[src/rtl/mips_multi.sv]
// Multicycle MIPS core: one shared ALU and one unified memory port, driven by a
// control FSM with a memready handshake on fetch, load and store.
module mips_multi #(
    parameter logic [31:0] RESET_PC   = 32'h0000_0000,
    parameter bit          ZEXT_LOGIC = 1'b1
) (
    input  logic        clk,
    input  logic        reset,
    output logic [31:0] memaddr,
    output logic        memread,
    output logic        memwrite,
    output logic [31:0] writedata,
    input  logic [31:0] readdata,
    input  logic        memready,
    output logic [31:0] pc,
    output logic        halted
);

    localparam logic [5:0] OP_RTYPE = 6'h00;
    localparam logic [5:0] OP_J     = 6'h02;
    localparam logic [5:0] OP_BEQ   = 6'h04;
    localparam logic [5:0] OP_BNE   = 6'h05;
    localparam logic [5:0] OP_ADDI  = 6'h08;
    localparam logic [5:0] OP_SLTI  = 6'h0A;
    localparam logic [5:0] OP_ANDI  = 6'h0C;
    localparam logic [5:0] OP_ORI   = 6'h0D;
    localparam logic [5:0] OP_LW    = 6'h23;
    localparam logic [5:0] OP_SW    = 6'h2B;

    localparam logic [5:0] FN_ADD = 6'h20;
    localparam logic [5:0] FN_SUB = 6'h22;
    localparam logic [5:0] FN_AND = 6'h24;
    localparam logic [5:0] FN_OR  = 6'h25;
    localparam logic [5:0] FN_SLT = 6'h2A;

    localparam logic [2:0] ALU_AND = 3'b000;
    localparam logic [2:0] ALU_OR  = 3'b001;
    localparam logic [2:0] ALU_ADD = 3'b010;
    localparam logic [2:0] ALU_SUB = 3'b110;
    localparam logic [2:0] ALU_SLT = 3'b111;

    typedef enum logic [3:0] {
        S_FETCH, S_DECODE, S_MEMADR, S_MEMRD, S_MEMWB, S_MEMWR, S_EXEC,
        S_ALUWB, S_IEXEC, S_IWB, S_BRANCH, S_JUMP, S_HALT
    } state_t;

    state_t      state;
    logic [31:0] pc_r, ir, mdr, a, b, aluout;
    logic        rd_q, wr_q, halted_q;
    logic [31:0] rf [32];

    logic [5:0]  op, funct;
    logic [4:0]  rs, rt, rd;
    logic [31:0] signimm, zeroimm, logicimm;
    logic [31:0] rf_a, rf_b;
    logic        r_ok;
    logic [2:0]  r_ctl;
    state_t      dec_next;
    logic [31:0] alu_x, alu_y, alu_res;
    logic [2:0]  alu_ctl;
    logic        zero, take;
    logic        rf_we;
    logic [4:0]  rf_wa;
    logic [31:0] rf_wd;

    assign op       = ir[31:26];
    assign rs       = ir[25:21];
    assign rt       = ir[20:16];
    assign rd       = ir[15:11];
    assign funct    = ir[5:0];
    assign signimm  = {{16{ir[15]}}, ir[15:0]};
    assign zeroimm  = {16'h0000, ir[15:0]};
    assign logicimm = ZEXT_LOGIC ? zeroimm : signimm;
    assign rf_a     = (rs == 5'd0) ? '0 : rf[rs];
    assign rf_b     = (rt == 5'd0) ? '0 : rf[rt];

    always_comb begin
        r_ok  = 1'b1;
        r_ctl = ALU_ADD;
        case (funct)
            FN_ADD:  r_ctl = ALU_ADD;
            FN_SUB:  r_ctl = ALU_SUB;
            FN_AND:  r_ctl = ALU_AND;
            FN_OR:   r_ctl = ALU_OR;
            FN_SLT:  r_ctl = ALU_SLT;
            default: r_ok  = 1'b0;
        endcase
    end

    always_comb begin
        case (op)
            OP_RTYPE:                       dec_next = r_ok ? S_EXEC : S_HALT;
            OP_LW, OP_SW:                   dec_next = S_MEMADR;
            OP_ADDI, OP_SLTI, OP_ANDI, OP_ORI: dec_next = S_IEXEC;
            OP_BEQ, OP_BNE:                 dec_next = S_BRANCH;
            OP_J:                           dec_next = S_JUMP;
            default:                        dec_next = S_HALT;
        endcase
    end

    // Single shared ALU; its operands are steered by the current state.
    always_comb begin
        alu_x   = a;
        alu_y   = b;
        alu_ctl = ALU_ADD;
        case (state)
            S_FETCH: begin
                alu_x = pc_r;
                alu_y = 32'd4;
            end
            S_DECODE: begin
                alu_x = pc_r;
                alu_y = {signimm[29:0], 2'b00};
            end
            S_MEMADR: alu_y = signimm;
            S_EXEC:   alu_ctl = r_ctl;
            S_IEXEC: begin
                case (op)
                    OP_SLTI: begin
                        alu_ctl = ALU_SLT;
                        alu_y   = signimm;
                    end
                    OP_ANDI: begin
                        alu_ctl = ALU_AND;
                        alu_y   = logicimm;
                    end
                    OP_ORI: begin
                        alu_ctl = ALU_OR;
                        alu_y   = logicimm;
                    end
                    default: alu_y = signimm;
                endcase
            end
            S_BRANCH: alu_ctl = ALU_SUB;
            default: ;
        endcase
    end

    always_comb begin
        case (alu_ctl)
            ALU_AND: alu_res = alu_x & alu_y;
            ALU_OR:  alu_res = alu_x | alu_y;
            ALU_SUB: alu_res = alu_x - alu_y;
            ALU_SLT: alu_res = {31'd0, $signed(alu_x) < $signed(alu_y)};
            default: alu_res = alu_x + alu_y;
        endcase
    end

    assign zero = (alu_res == '0);
    assign take = ((op == OP_BEQ) && zero) || ((op == OP_BNE) && !zero);

    always_comb begin
        rf_we = 1'b0;
        rf_wa = rt;
        rf_wd = aluout;
        case (state)
            S_MEMWB: begin
                rf_we = 1'b1;
                rf_wd = mdr;
            end
            S_ALUWB: begin
                rf_we = 1'b1;
                rf_wa = rd;
            end
            S_IWB:   rf_we = 1'b1;
            default: ;
        endcase
    end

    // Register file is deliberately left uncleared by reset.
    always_ff @(posedge clk) begin
        if (reset && rf_we && (rf_wa != 5'd0))
            rf[rf_wa] <= rf_wd;
    end

    always_ff @(posedge clk) begin
        if (!reset) begin
            state    <= S_FETCH;
            pc_r     <= RESET_PC;
            ir       <= '0;
            mdr      <= '0;
            a        <= '0;
            b        <= '0;
            aluout   <= '0;
            rd_q     <= 1'b1;
            wr_q     <= 1'b0;
            halted_q <= 1'b0;
        end else begin
            case (state)
                S_FETCH: if (memready) begin
                    ir    <= readdata;
                    pc_r  <= alu_res;
                    rd_q  <= 1'b0;
                    state <= S_DECODE;
                end
                S_DECODE: begin
                    a      <= rf_a;
                    b      <= rf_b;
                    aluout <= alu_res;
                    state  <= dec_next;
                    if (dec_next == S_HALT)
                        halted_q <= 1'b1;
                end
                S_MEMADR: begin
                    aluout <= alu_res;
                    if (op == OP_LW) begin
                        rd_q  <= 1'b1;
                        state <= S_MEMRD;
                    end else begin
                        wr_q  <= 1'b1;
                        state <= S_MEMWR;
                    end
                end
                S_MEMRD: if (memready) begin
                    mdr   <= readdata;
                    rd_q  <= 1'b0;
                    state <= S_MEMWB;
                end
                S_MEMWR: if (memready) begin
                    wr_q  <= 1'b0;
                    rd_q  <= 1'b1;
                    state <= S_FETCH;
                end
                S_EXEC: begin
                    aluout <= alu_res;
                    state  <= S_ALUWB;
                end
                S_IEXEC: begin
                    aluout <= alu_res;
                    state  <= S_IWB;
                end
                S_BRANCH: begin
                    if (take)
                        pc_r <= aluout;
                    rd_q  <= 1'b1;
                    state <= S_FETCH;
                end
                S_JUMP: begin
                    pc_r  <= {pc_r[31:28], ir[25:0], 2'b00};
                    rd_q  <= 1'b1;
                    state <= S_FETCH;
                end
                S_MEMWB, S_ALUWB, S_IWB: begin
                    rd_q  <= 1'b1;
                    state <= S_FETCH;
                end
                S_HALT: ;
                default: begin
                    halted_q <= 1'b1;
                    state    <= S_HALT;
                end
            endcase
        end
    end

    // Requests are gated by reset so an in-flight store is dropped the cycle reset hits.
    assign memread   = rd_q & reset;
    assign memwrite  = wr_q & reset;
    assign memaddr   = (state == S_FETCH) ? pc_r : aluout;
    assign writedata = b;
    assign pc        = pc_r;
    assign halted    = halted_q;

endmodule

[config.mk]
export PLATFORM = sky130hd
export DESIGN_NAME = mips_multi
export DESIGN_NICKNAME = d
export VERILOG_FILES = /design/src/rtl/mips_multi.sv
export SDC_FILE = /design/constraint.sdc
export NUM_CORES = 2
export LEC_CHECK = 0
export BUFFER_PORTS_ARGS = -buffer_cell sky130_fd_sc_hd__buf_2
export CORE_MARGIN = 2
export CORE_UTILIZATION = 50
export DETAILED_ROUTE_END_ITERATION = 10
export GPL_TIMING_DRIVEN = 0
export PLACE_DENSITY = 0.72
export SLEW_MARGIN = 5
export SYNTH_ARGS = -nofsm -noshare
export SYNTH_HDL_FRONTEND = slang
export SYNTH_SLANG_ARGS = --single-unit
[constraint.sdc]
create_clock -name clk -period 9.14 [get_ports clk]
set_input_delay 1.828 -clock clk [delete_from_list [all_inputs] [get_ports clk]]
set_output_delay 1.828 -clock clk [all_outputs]
set_load 0.01 [all_outputs]
==> impl_metrics.csv <==
group,metric,value,unit
setup_path,timing.rr.end,"pc[22]$_SDFFE_PN0P_",
synth,synth_edf_count,1024,
detailed_routing,dr.pass1.iters,9,
setup_path,reg2reg_from,"state[2]$_SDFFE_PN0P_",
sta,post-route-min-period,8.79,ns
finish,drive_above_1_share,26.3,%
floorplan,die_area,0.127,sq mm
setup_path,path_class,"reg2reg",
detailed_routing,route.detailed.drc,0,
finish,nets,4466,
finish,finalNonFillerCells,6072,
setup_path,path_depth,24,
sta,fin_skew,0.0589,ns
floorplan,core_area,0.123,sq mm
clock_tree,path_clk_slew,0.06,ns
synth,syn_avg_cell_area,15.4,sq um
setup_path,reg2reg_slack,0.35,ns
synth,synth.area.top_cells,"edfxtp_1, mux4_2, dfxtp_1, a21oi_1, nand2_1",
floorplan,fp-row-count,129,
detailed_routing,wl,217000,microns
synth,async_flop_share,0,%
clock_tree,cts_tree,"built",
place,place_ws,0.115,ns
sta,setup_violations,0,
clock_tree,insertion_delay,0.74,ns
finish,postLayoutCellArea,0.0697,sq mm
clock_tree,cts_buffers,118,
pwr,p_per_area,322,mW/mm^2
sta,finalCritPeriodShare,96.2,%
setup_path,rr_worst_depth,24,
pwr,p_leak,0.0223,uW
global_routing,first_global_vias,41800,
synth,synth_ff_type,"edfxtp_1",
flow_run,maxCapViolations,0,
finish,areaGrowthSynthToFinish,12.7,%
setup_path,crit_path_frequent_cell,"clkbuf_1",
place,place.gp.congestion,1.03,
place,port_buffers,132,
setup_path,cp_top_family,"compound AO/OA/AOI/OAI gates",
detailed_routing,wire_per_inst,35.7,microns
synth,synth-seq-area-share,56.5,%
sta,slew_viol_final,0,
global_routing,gr-total-overflow,0,
setup_path,cp-end-kind,"flip-flop",
setup_path,cp.buffers_inverters,5,
sta,hold_violations,0,
sta,worst_pin_slew,1.35,ns
setup_path,crit_chain,"clkbuf_1 > or3_1 > clkbuf_1 > nand3_2 > nand2_1 > a21o_1 > clkbuf_1 > o21a_1 > ha_1 > clkbuf_1 > nand2_1 > nor3_1 > o41ai_1 > o211ai_1 > o21ai_0 > mux2i_1 > a2111oi_4 > o2111ai_1 > nor4_2 > nand4b_2 > mux2i_1 > nor2_2 > buf_6 > a211oi_2",
synth,yosysUniqueCellTypes,96,
detailed_routing,postRouteAntennaNets,0,
setup_path,cpPeakStageDelay,0.72,ns
detailed_routing,drt_iter0_drc,6487,
setup_path,endpoint,"pc[22]$_SDFFE_PN0P_",
synth,yosysTopAreaCellShare,49.7,%
sta,max_freq,114,MHz
place,placed_cells,5850,
clock_tree,cts-htree-levels,3,
floorplan,ios,134,
finish,fillers,9500,
detailed_routing,num_vias,42500,
global_routing,grt_max_degree,33,
synth,yosys-top-cells-count,"edfxtp_1, mux4_2, nand2_1",
pwr,ir_worst_vdd,0.000216,V
global_routing,grt_pass1_wl,306000,microns
synth,yosys_warnings,0,
synth,synth_top_area_cell,"edfxtp_1",
setup_path,crit_path_top_delay_cell,"clkbuf_1",
clock_tree,clockBufferDepth,3,
sta,fin_ws,0.347,ns
place,post-dp-hpwl,154000,microns
floorplan,die_w,356,microns
detailed_routing,viasPerCell,7.00,
setup_path,startpoint,"state[2]$_SDFFE_PN0P_",
synth,synthCells,4013,
synth,synth_seq_cells,1233,
global_routing,grtUsageTotal,34.2,%
synth,syn_area,0.0619,sq mm
sta,rsz0062_at_grt,"false",
clock_tree,postCtsResizedCells,0,
floorplan,fp.dieH,356,microns
setup_path,worstPathRequired,9.70,ns
global_routing,antenna_found_initial,5,
clock_tree,cts.sinks,1233,
sta,max_slew_margin,9.48,%
clock_tree,cts_root_buf,"clkbuf_16",
place,place_area,0.0658,sq mm
setup_path,crit_fanout,10,
floorplan,start_util,50.2,%
setup_path,crit_arrival,9.35,ns
worst_hold_path,hp-class,"reg2reg",
status,status,"completed",
clock_tree,hold_buffers,0,
clock_tree,cts_setup_buffers,0,
synth,yosysMostFrequentCell,"edfxtp_1",
setup_path,cp-start-kind,"flip-flop",
==> power breakdown <==
part           internal [uW]  switching, uW  total, uW
registers               6700            366       7070
logic                   3570           6780      10300
clock network           2880           2180       5060
==> cell families after synthesis <==
family,share of synthesized area (%)
and+or+nand+nor,5.78
xor gates and xnor gates,0.113
AOI/OAI and AO/OA,7.28
buffers and inverters,2.58
other,0.00606
muxes,25.8
DFF,56.5
adders and majority gates,2.01
==> flip-flops by register name, indices dropped and copies added (netlist names), named ones only <==
signal / cells
ir: 32
wr_q: 1
a: 32
mdr: 32
rd_q: 1
pc: 32
rf: 1024
halted: 1
aluout: 32
writedata: 32
state: 4
==> routing by layer <==
layer / up-vias / global-route usage [%] / routed length (microns)
met1: 21500 / 43.3 / 73200
met2: 3412 / 54.0 / 101000
li1: 16900 / - / -
met4: 8 / 17.7 / 13000
met3: 696 / 9.49 / 29200
met5: - / 0.792 / 183
==> worst min path at each step <==
| stage | from | endpoint | slack, ns | cells past startpoint |
|---|---|---|---|---|
| final | mdr[3]$_SDFFE_PN0P_ | mdr[3]$_SDFFE_PN0P_ | 0.46 | 2 |
| after global placement | mdr[11]$_SDFFE_PN0P_ | mdr[11]$_SDFFE_PN0P_ | 0.44 | 2 |
| after detailed placement | mdr[24]$_SDFFE_PN0P_ | mdr[24]$_SDFFE_PN0P_ | 0.45 | 2 |
| after global routing | mdr[16]$_SDFFE_PN0P_ | mdr[16]$_SDFFE_PN0P_ | 0.48 | 2 |
| after CTS | mdr[5]$_SDFFE_PN0P_ | mdr[5]$_SDFFE_PN0P_ | 0.46 | 2 |
| after floorplan | mdr[0]$_SDFFE_PN0P_ | mdr[0]$_SDFFE_PN0P_ | 0.43 | 2 |
==> through the flow <==
| stage | utilization [%] | TNS, ns | hold WS (ns) | total power, uW |
|---|---|---|---|---|
| finish | 56.5 | 0 | 0.457 | 22500 |
| global route | 56.5 | 0 | 0.481 | 23200 |
| CTS | 56.5 | 0 | 0.455 | 22100 |
| detailed placement | 53.3 | 0 | 0.446 | 17100 |
| global placement | 52.5 | -7.29 | 0.441 | 17000 |
| floorplan | - | 0 | 0.433 | 13500 |
==> cell type report <==
class	count	area [sq um]	area share (%)
antenna	2	5.00	0.00718
buffer	305	1210	1.73
clock buffer	152	3240	4.64
clock inverter	68	709	1.02
inverter	105	394	0.565
multi-input combinational	2401	25700	36.9
sequential	1233	34900	50.1
tap	1637	2050	2.94
timing repair buffer	169	1470	2.11
==> cell usage in the layout, fill, tap and decap left out, drive strengths merged, types with 17 or more instances in the layout <==
master and instances:
a211oi 73, a21oi 267, a221oi 33, buf 270, clkbuf 356, clkinv 49, conb 32, dfxtp 209
edfxtp 1024, ha 96, inv 105, mux2 64, mux2i 79, mux4 640, nand2 338, nand3 25
nor2 312, nor2b 17, nor3 39, o211ai 22, o21a 24, o21ai 57, o31ai 17
==> worst reg2reg max path: stages, from the launching register on <==
cell       delay (ns)
dfxtp_1          0.43
clkbuf_1         0.46
or3_1            0.19
clkbuf_1         0.72
nand3_2          0.59
nand2_1          0.31
a21o_1           0.35
clkbuf_1         0.53
o21a_1           0.25
ha_1             0.28
clkbuf_1         0.26
nand2_1          0.20
nor3_1           0.09
o41ai_1          0.67
o211ai_1         0.17
o21ai_0          0.58
mux2i_1          0.22
a2111oi_4        0.35
o2111ai_1        0.21
nor4_2           0.36
nand4b_2         0.31
mux2i_1          0.22
nor2_2           0.55
buf_6            0.28
a211oi_2         0.09
No activity file was read; power rests on OpenSTA's default activity.
